File: src/rtl/ifu_pkg.sv
// Shared state encoding, default widths and helpers for the instruction fetch unit.
// Optional fetch counter is enabled with IFU_FETCH_COUNT_EN.
package ifu_pkg;

    localparam int          IFU_DATA_WIDTH = 16;
    localparam int          IFU_ADDR_WIDTH = 10;
    localparam int unsigned IFU_RESET_PC   = 32'd0;

    typedef enum logic [1:0] {
        FETCH = 2'd0,
        WAIT  = 2'd1,
        HOLD  = 2'd2
    } ifu_state_e;

    function automatic logic [15:0] sat_inc16(input logic [15:0] value);
        return (value == 16'hFFFF) ? value : value + 16'd1;
    endfunction

endpackage

File: src/rtl/ifu_pc_counter.sv
// Program counter: async reset to RESET_PC, load has priority over increment,
// increment wraps modulo 2^ADDR_WIDTH.
module ifu_pc_counter
    import ifu_pkg::*;
#(
    parameter int          ADDR_WIDTH = IFU_ADDR_WIDTH,
    parameter int unsigned RESET_PC   = IFU_RESET_PC
) (
    input  logic                  clk,
    input  logic                  reset,
    input  logic                  i_load,
    input  logic [ADDR_WIDTH-1:0] i_load_addr,
    input  logic                  i_inc,
    output logic [ADDR_WIDTH-1:0] o_pc
);

    localparam logic [ADDR_WIDTH-1:0] RESET_PC_V = ADDR_WIDTH'(RESET_PC);

    logic [ADDR_WIDTH-1:0] r_pc;

    // PC register with load-over-increment priority
    always_ff @(posedge clk or posedge reset) begin
        if (reset) begin
            r_pc <= RESET_PC_V;
        end else if (i_load) begin
            r_pc <= i_load_addr;
        end else if (i_inc) begin
            r_pc <= r_pc + ADDR_WIDTH'(1);
        end else begin
            r_pc <= r_pc;
        end
    end

    assign o_pc = r_pc;

endmodule

File: src/rtl/instr_fetch_unit.sv
// Instruction fetch unit: FETCH/WAIT/HOLD sequencer feeding the CPU control FSM.
// Define IFU_FETCH_COUNT_EN to add the saturating fetch_count output.
module instr_fetch_unit
    import ifu_pkg::*;
#(
    parameter int          DATA_WIDTH = IFU_DATA_WIDTH,
    parameter int          ADDR_WIDTH = IFU_ADDR_WIDTH,
    parameter int unsigned RESET_PC   = IFU_RESET_PC
) (
    input  logic                  clk,
    input  logic                  reset,
    input  logic                  PC_enable,
    input  logic                  pc_load,
    input  logic [ADDR_WIDTH-1:0] pc_load_addr,
    output logic [ADDR_WIDTH-1:0] mem_addr,
    output logic                  mem_re,
    input  logic [DATA_WIDTH-1:0] mem_q,
    output logic [DATA_WIDTH-1:0] instruction_out,
    output logic                  instr_valid,
`ifdef IFU_FETCH_COUNT_EN
    output logic [15:0]           fetch_count,
`endif
    output logic [ADDR_WIDTH-1:0] pc_out
);

    localparam logic [ADDR_WIDTH-1:0] RESET_PC_V = ADDR_WIDTH'(RESET_PC);

    ifu_state_e            r_state;
    ifu_state_e            w_state_nxt;
    logic                  w_inc;
    logic                  w_capture;
    logic [ADDR_WIDTH-1:0] w_pc;
    logic [DATA_WIDTH-1:0] r_instr;
    logic [ADDR_WIDTH-1:0] r_pc_out;
    logic                  r_valid;

    ifu_pc_counter #(
        .ADDR_WIDTH (ADDR_WIDTH),
        .RESET_PC   (RESET_PC)
    ) u_pc (
        .clk         (clk),
        .reset       (reset),
        .i_load      (pc_load),
        .i_load_addr (pc_load_addr),
        .i_inc       (w_inc),
        .o_pc        (w_pc)
    );

    // Next-state decode; pc_load flushes from any state and beats PC_enable
    always_comb begin
        w_state_nxt = r_state;
        w_inc       = 1'b0;
        w_capture   = 1'b0;
        case (r_state)
            FETCH: begin
                w_state_nxt = pc_load ? FETCH : WAIT;
            end
            WAIT: begin
                if (pc_load) begin
                    w_state_nxt = FETCH;
                end else begin
                    w_state_nxt = HOLD;
                    w_capture   = 1'b1;
                end
            end
            HOLD: begin
                if (pc_load) begin
                    w_state_nxt = FETCH;
                end else if (PC_enable) begin
                    w_state_nxt = FETCH;
                    w_inc       = 1'b1;
                end else begin
                    w_state_nxt = HOLD;
                end
            end
            default: begin
                w_state_nxt = FETCH;
            end
        endcase
    end

    // State register
    always_ff @(posedge clk or posedge reset) begin
        if (reset) begin
            r_state <= FETCH;
        end else begin
            r_state <= w_state_nxt;
        end
    end

    // Output registers; mem_q is only looked at on the WAIT->HOLD capture
    always_ff @(posedge clk or posedge reset) begin
        if (reset) begin
            r_instr  <= {DATA_WIDTH{1'b0}};
            r_pc_out <= RESET_PC_V;
            r_valid  <= 1'b0;
        end else begin
            if (w_capture) begin
                r_instr  <= mem_q;
                r_pc_out <= w_pc;
            end else begin
                r_instr  <= r_instr;
                r_pc_out <= r_pc_out;
            end
            r_valid <= (w_state_nxt == HOLD);
        end
    end

`ifdef IFU_FETCH_COUNT_EN
    logic [15:0] r_fetch_count;

    // Completed (non-flushed) fetches, saturating
    always_ff @(posedge clk or posedge reset) begin
        if (reset) begin
            r_fetch_count <= 16'd0;
        end else if (w_capture) begin
            r_fetch_count <= sat_inc16(r_fetch_count);
        end else begin
            r_fetch_count <= r_fetch_count;
        end
    end

    assign fetch_count = r_fetch_count;
`endif

    // Read strobe is masked by reset so it reads 0 while reset is held in FETCH
    assign mem_re          = (r_state == FETCH) & ~reset;
    assign mem_addr        = w_pc;
    assign instruction_out = r_instr;
    assign pc_out          = r_pc_out;
    assign instr_valid     = r_valid;

endmodule

File: config.mk
export PLATFORM = sky130hd
export DESIGN_NAME = instr_fetch_unit
export DESIGN_NICKNAME = d
export VERILOG_FILES = /design/src/rtl/ifu_pkg.sv /design/src/rtl/ifu_pc_counter.sv /design/src/rtl/instr_fetch_unit.sv
export SDC_FILE = /design/constraint.sdc
export NUM_CORES = 1
export LEC_CHECK = 0
export CAP_MARGIN = 20
export CORE_UTILIZATION = 40
export DETAILED_ROUTE_END_ITERATION = 8
export GPL_ROUTABILITY_DRIVEN = 0
export PLACE_DENSITY = 0.72
export SLEW_MARGIN = 20
export SYNTH_ARGS = -nofsm -noshare
export SYNTH_HDL_FRONTEND = slang
export SYNTH_SLANG_ARGS = --single-unit
File: constraint.sdc
create_clock -name clk -period 2.55 [get_ports clk]
set_clock_uncertainty 0.15 [all_clocks]
set_input_delay 0.6375 -clock clk [delete_from_list [all_inputs] [get_ports clk]]
set_output_delay 0.6375 -clock clk [all_outputs]
set_load 0.03 [all_outputs]
==> flow_summary.ini, run 1 <==
[cells_and_area]
layout_common_cells = clkdlybuf4s50_1 (66), dfrtp_1 (39), mux2_1 (20)
final_util_pct = 62.8
drive_gt1_share_pct = 13.5
final_common_cell = clkdlybuf4s50_1
num_antenna_cells = 0
fill_cells = 312
final_nets = 230
syn_to_final_growth_pct = 50.9

[run_status]
status = finished, final reports clean

[critical_path]
crit_required_ns = 1.76
crit_family = buffers and inverters
cp-end-kind = output pin
cp-start-kind = flip-flop
worst-path-buf-inv = 1
slowest_stage = clkdlybuf4s50_1
rrSetupSlack_ns = 0.82
cp.arrival_ns = 1.45
path_max_fanout = 6
max_stage_delay_ns = 0.71
critPathKind = flip-flop to output pin
path_cells = clkdlybuf4s50_1

[sta]
worst_slew_pin_slew_ns = 0.480
period_needed_ns = 2.24
hold_viol_final = 0
period_share_pct = 87.9
fin_tns_setup_ns = 0
finalSetupViolCount = 0
max_freq_mhz = 446
setup_slack_ns = 0.310
slew_headroom_pct = 68.0
maxSlewViolCount = 0
worst_hold_slack_ns = 0.337
rsz0062_at_grt = no

[grt]
track_usage_pct = 18.4
grt_pass1_vias = 1209
grt-ovfl-total = 0
grt_max_degree = 40
grt_pass1_wl_mm = 5.82
antenna_found_initial = 0

[clocking]
hold_buffers = 0
clock_latency_ns = 0.29
clkTransAtPathRegs_ns = 0.07
cts_made_buffers = 5
postCtsSetupRepairBufs = 0
clkSinkCount = 39
tritoncts = yes
clockBufferDepth = 2
cts_resized = 0
htree_levels = 2
cts_root_buffer = clkbuf_8

[routing]
drt-pass1-iter-count = 4
drt_iter0_markers = 31
routed_wl_mm = 3.62
drt_drc_violations_left = 0
ant_nets = 0
vias = 1195
wl_per_cell_um = 14.5
vias_per_cell = 4.78

[floorplanning]
chipWidth_um = 66.5
core_mm2 = 0.00400
ioPinCount = 68
rows = 23
start_util_pct = 41.6
die_area_mm2 = 0.00443
die_y_um = 66.5

[logic_synthesis]
synth_warnings = 0
syn_area_mm2 = 0.00167
ys_types = 24
synthCells = 125
yosysSeqAreaShare_pct = 58.6
synth_seq_cells = 39
synthesis.nets = 156
syn_area_per_cell_um2 = 13.3

[placement]
place.port_buffers = 67
post-place-ws_ns = 0.297
dp_hpwl_mm = 2.66

[power_and_ir_drop]
power_density_mw_per_mm2 = 880
ir_drop_v = 0.000545
p_leak_nw = 1.06
power.total_mw = 2.21

[flow_run]
max_cap_violations = 0

[min_path]
hp-class = flip-flop to flip-flop
-- Yosys cell counts --
master	number	area share, %
mux2i_1	1	0.60
clkbuf_1	2	0.45
nor2_1	2	0.45
nand4b_2	1	0.90
dfrtp_1	39	59
nor3_1	4	1.2
nand3b_4	1	1.2
nand2_1	12	2.7
a21oi_1	2	0.60
xnor2_1	8	4.2
nor4_2	3	2.3
inv_1	4	0.90
nand2b_2	1	0.53
o21ai_0	5	1.5
o21ai_1	5	1.5
xor2_1	1	0.53
nand4_1	1	0.38
buf_6	2	1.4
mux2_1	20	14
nor2_4	1	0.68
ha_1	1	0.75
or3b_2	1	0.53
nand3_1	2	0.60
mux2_2	6	4.1
-- cells by family (layout without fill, tap and decap cells) --
kind of cell,Yosys count,in the layout,synth area share [%]
AO/OA/AOI/OAI,12,12,3.61
XOR/XNOR,9,9,4.73
adder cells (fa/ha/maj),1,1,0.751
buffers and inverters,8,83,2.70
flip-flops,39,39,58.6
multiplexers,27,27,18.2
AND/OR/NAND/NOR,29,29,11.4
-- path summary, 6_finish.rpt --
kind / start / end / cells after the start
min in group asynchronous: reset / r_state[1]$_DFF_PP0_ / 3
max: u_pc.o_pc[3]$_DFFE_PP0P_ / mem_addr[3] / 1
min reg2reg: instruction_out[0]$_DFFE_PP0P_ / instruction_out[0]$_DFFE_PP0P_ / 1
min: instruction_out[0]$_DFFE_PP0P_ / instruction_out[0]$_DFFE_PP0P_ / 1
max reg2reg: r_state[1]$_DFF_PP0_ / instruction_out[6]$_DFFE_PP0P_ / 4
max in group asynchronous: reset / instruction_out[5]$_DFFE_PP0P_ / 3
-- state kept, by name, summed over array words and instances, names as in the netlist --
signal,cells
instruction_out,16
pc_out,10
instr_valid,1
u_pc.o_pc,10
r_state,2
-- power by group --
group / internal [mW] / switching, mW
sequential: 0.764 / 0.0879
clock: 0.317 / 0.212
combinational: 0.383 / 0.448
total: 1.46 / 0.749
-- through the flow --
stage | cell area, um^2 | cells
6_report | 2510 | 250
5_1_grt | 2510 | 250
4_1_cts | 2510 | 250
3_5_place_dp | 2400 | 242
3_3_place_gp | 2400 | 242
2_1_floorplan | 1670 | 125
-- routing by layer --
metal,up-vias,global-route usage [%],wire (um)
li1,578,-,-
met1,576,23.3,1550
met2,33,29.0,1860
met3,8,5.82,151
met4,0,7.45,62
met5,-,0,0
-- layout make-up --
class                           count  area [um^2]  share of cell area [%]
Clock inverter                      2         35.0                    1.39
Multi-Input combinational cell     78          644                    25.6
Inverter                            4         15.0                   0.597
Tap cell                           50         62.6                    2.49
Sequential cell                    39          976                    38.8
Clock buffer                        6         82.6                    3.29
Timing Repair Buffer               71          698                    27.8
No activity file was read; power rests on OpenSTA's default activity.
==> run 2: changes to the inputs <==
REMOVE_ABC_BUFFERS = 1   (was default)
==> flow_summary.ini, run 2 (same netlist as run 1, synthesis figures left out) <==
[grt]
grt_pass1_wl_mm = 5.56
track_usage_pct = 17.5
antenna_found_initial = 0
grt_pass1_vias = 1201
grt-ovfl-total = 0
grt_max_degree = 40

[critical_path]
path_cells = clkdlybuf4s50_1
cp-end-kind = output pin
cp.arrival_ns = 1.46
max_stage_delay_ns = 0.72
path_max_fanout = 6
worst-path-buf-inv = 1
crit_family = buffers and inverters
cp-start-kind = flip-flop
slowest_stage = clkdlybuf4s50_1
critPathKind = flip-flop to output pin
crit_required_ns = 1.76

[floorplanning]
die_area_mm2 = 0.00443
rows = 23
core_mm2 = 0.00400
ioPinCount = 68
chipWidth_um = 66.5
die_y_um = 66.5
start_util_pct = 41.6

[cells_and_area]
layout_common_cells = clkdlybuf4s50_1 (66), dfrtp_1 (39), mux2_1 (20)
drive_gt1_share_pct = 13.5
final_common_cell = clkdlybuf4s50_1
syn_to_final_growth_pct = 50.9
num_antenna_cells = 0
final_nets = 230
largest_reg_flops = 16

[clocking]
cts_made_buffers = 5
clockBufferDepth = 2
clkTransAtPathRegs_ns = 0.07
clkSinkCount = 39
hold_buffers = 0
cts_root_buffer = clkbuf_8
postCtsSetupRepairBufs = 0
htree_levels = 2
tritoncts = yes
cts_resized = 0
clock_latency_ns = 0.29

[routing]
drt_drc_violations_left = 0
routed_wl_mm = 3.47
drt-pass1-iter-count = 2
drt_iter0_markers = 32
vias = 1222
ant_nets = 0
vias_per_cell = 4.89
wl_per_cell_um = 13.9

[min_path]
hp-class = flip-flop to flip-flop

[placement]
place.port_buffers = 67
dp_hpwl_mm = 2.53

[sta]
finalSetupViolCount = 0
worst_slew_pin_slew_ns = 0.482
fin_tns_setup_ns = 0
period_needed_ns = 2.24
slew_headroom_pct = 67.9
period_share_pct = 87.9
rsz0062_at_grt = no
maxSlewViolCount = 0
max_freq_mhz = 446
hold_viol_final = 0

[flow_run]
max_cap_violations = 0

[run_status]
status = finished, final reports clean

[power_and_ir_drop]
ir_drop_v = 0.000416
p_leak_nw = 1.06
power.total_mw = 2.21
power_density_mw_per_mm2 = 878
==> run 2: cell counts in the layout (fill, tap and decap cells not counted) <==
No cell type changed its count.
==> run 2: per-layer routing <==
layer | GRT usage (%) | part of all wire, % | vias to the layer above
met5 | 0 | 0 | -
met2 | 28.3 | 48 | 54
met4 | 7.18 | 1.4 | 0
met3 | 6.16 | 8.9 | 6
li1 | - | - | 581
met1 | 21.1 | 42 | 581
==> run 2: final timing paths <==
kind / start / end / slack [ns] / cells past startpoint
setup / recovery: u_pc.o_pc[3]$_DFFE_PP0P_ / mem_addr[3] / 0.31 / 1
hold / removal: instruction_out[14]$_DFFE_PP0P_ / instruction_out[14]$_DFFE_PP0P_ / 0.34 / 1
setup reg to reg: r_state[1]$_DFF_PP0_ / instruction_out[8]$_DFFE_PP0P_ / 0.84 / 4
min in group asynchronous: reset / u_pc.o_pc[1]$_DFFE_PP0P_ / 0.63 / 3
max in group asynchronous: reset / instruction_out[11]$_DFFE_PP0P_ / 1.28 / 3
hold reg to reg: instruction_out[14]$_DFFE_PP0P_ / instruction_out[14]$_DFFE_PP0P_ / 0.34 / 1
==> run 2: power breakdown <==
group	switching, mW	total [mW]	internal [mW]
Clock	0.215	0.531	0.317
Sequential	0.0838	0.848	0.764
Combinational	0.445	0.829	0.384
Total	0.744	2.21	1.46
==> run 2: layout make-up <==
cell class                 count  area (um^2)
clock buffer                   6         82.6
clock inverter                 2         35.0
fill                         327         1490
inverter                       4         15.0
multi-input combinational     78          644
sequential                    39          976
tap                           50         62.6
timing repair buffer          71          698
==> run 2: per-stage QoR <==
step                instance area [um^2]  instances  util, %  setup WS [ns]  hold WS (ns)
finish                              2510        250     62.8          0.307         0.336
global route                        2510        250     62.8          0.233         0.354
CTS                                 2510        250     62.8          0.294         0.341
detailed placement                  2400        242     59.9          0.344         0.324
global placement                    2400        242     59.9          0.382         0.317
floorplan                           1640        121        -          0.473         0.340
==> run 3: changes to the inputs <==
DONT_BUFFER_PORTS = 1   (was default)
PLACE_DENSITY = 0.51   (was 0.72)
==> flow_summary.ini, run 3 (same netlist as run 1, synthesis figures left out) <==
[power_and_ir_drop]
switchingPower_mw = 0.679
p_leak_nw = 0.782
power_density_mw_per_mm2 = 1000
power.internal_mw = 1.15
clkPwrFrac_pct = 26.3
p_comb_share_pct = 10.0
switching_share_pct = 37.1
power.total_mw = 1.83
ir_drop_v = 0.000363
p_seq_share_pct = 63.7

[routing]
drt_iter0_markers = 18
ant_nets = 0
routed_wl_mm = 3.00
drt-pass1-iter-count = 4
vias = 976
drt_drc_violations_left = 0
vias_per_cell = 5.39
wl_per_cell_um = 16.6

[floorplanning]
core_mm2 = 0.00400
start_util_pct = 41.6
chipWidth_um = 66.5
ioPinCount = 68
die_y_um = 66.5
rows = 23
die_area_mm2 = 0.00443

[critical_path]
crit_required_ns = 2.57
max_stage_delay_ns = 0.46
critPathKind = flip-flop to flip-flop
cp.arrival_ns = 1.97
cp-end-kind = flip-flop
slowest_stage = dfrtp_1
path_cells = nand2b_2 > nor2_4 > buf_4 > mux2_1
path_max_fanout = 14
cp-start-kind = flip-flop

[clocking]
tritoncts = yes
cts_root_buffer = clkbuf_8
clock_latency_ns = 0.28
clkSinkCount = 39
hold_buffers = 0
htree_levels = 2
cts_made_buffers = 5
cts_resized = 0
postCtsSetupRepairBufs = 0
clkTransAtPathRegs_ns = 0.07
clockBufferDepth = 2

[grt]
grt-ovfl-total = 0
antenna_found_initial = 0
grt_pass1_vias = 995
met1_usage_pct = 18.3
met3_usage_pct = 5.65
track_usage_pct = 15.3
grt_pass1_wl_mm = 4.77
busiest_layer = met2
grt_max_degree = 40
met2_usage_pct = 23.7

[cells_and_area]
regArea_um2 = 976
final_util_pct = 45.6
multi_input_area_um2 = 644
layout_common_cells = dfrtp_1 (39), mux2_1 (20), nand2_1 (12)
num_antenna_cells = 0
final_nets = 162
largest_reg_flops = 16
syn_to_final_growth_pct = 9.47
final_common_cell = dfrtp_1
fin_area_mm2 = 0.00182
drive_gt1_share_pct = 17.6
fill_cells = 380
final_cells = 181

[sta]
slew_headroom_pct = 67.8
setup_slack_ns = 0.602
rsz0062_at_grt = no
max_freq_mhz = 513
worst_hold_slack_ns = 0.200
period_share_pct = 76.4
worst_slew_pin_slew_ns = 0.483
finalSetupViolCount = 0
period_needed_ns = 1.95
hold_viol_final = 0
fin_tns_setup_ns = 0
maxSlewViolCount = 0

[run_status]
status = finished, final reports clean

[placement]
dp_hpwl_mm = 2.17
place.port_buffers = 0
place_inst = 174
post-place-ws_ns = 0.570
place_area_mm2 = 0.00172

[min_path]
hp-class = primary input to asynchronous set/reset pin

[flow_run]
max_cap_violations = 0
[run 3: cell types whose count changed in the layout (fill, tap and decap cells not counted), sizes merged]
| cell | delta |
|---|---|
| clkinv | -1 |
| buf | -2 |
| clkdlybuf4s50 | -66 |
[run 3: worst paths after layout]
| path | from | to | slack (ns) | cells past startpoint |
|---|---|---|---|---|
| max | r_state[1]$_DFF_PP0_ | instruction_out[12]$_DFFE_PP0P_ | 0.60 | 4 |
| min reg2reg | r_state[0]$_DFF_PP0_ | r_state[0]$_DFF_PP0_ | 0.39 | 1 |
| min in group clk | pc_load | instr_valid$_DFF_PP0_ | 0.26 | 1 |
| min | reset | r_state[0]$_DFF_PP0_ | 0.20 | 2 |
| max reg2reg | r_state[1]$_DFF_PP0_ | instruction_out[12]$_DFFE_PP0P_ | 0.60 | 4 |
| max in group asynchronous | reset | instruction_out[4]$_DFFE_PP0P_ | 1.71 | 2 |
[run 3: layout make-up]
class	instances	share of cell area (%)
tap	50	3.43
multi-input combinational	78	35.3
clock inverter	1	1.65
sequential	39	53.5
clock buffer	6	3.98
inverter	4	0.824
timing repair buffer	3	1.24
[run 3: routing by layer]
layer  part of all wire, %  up-vias
li1                      -      444
met1                    40      482
met2                    49       43
met3                   8.2        7
met4                   2.3        0
met5                     0        -
[run 3: worst max-delay path, delay by kind of cell (launching register included)]
| family | cells | cell delay, ns |
|---|---|---|
| buffers and inverters | 1 | 0.30 |
| DFF | 1 | 0.46 |
| muxes | 1 | 0.35 |
| and+or+nand+nor | 2 | 0.58 |
[run 3: power by group through the flow]
| stage | sequential, mW | clock, mW | combinational (mW) |
|---|---|---|---|
| after global placement | 1.18 | 0 | 0.177 |
| final | 1.17 | 0.482 | 0.182 |
| after detailed placement | 1.18 | 0 | 0.189 |
| after CTS | 1.17 | 0.499 | 0.189 |
| after floorplan | 1.15 | 0 | 0.157 |
| after global routing | 1.19 | 0.521 | 0.208 |
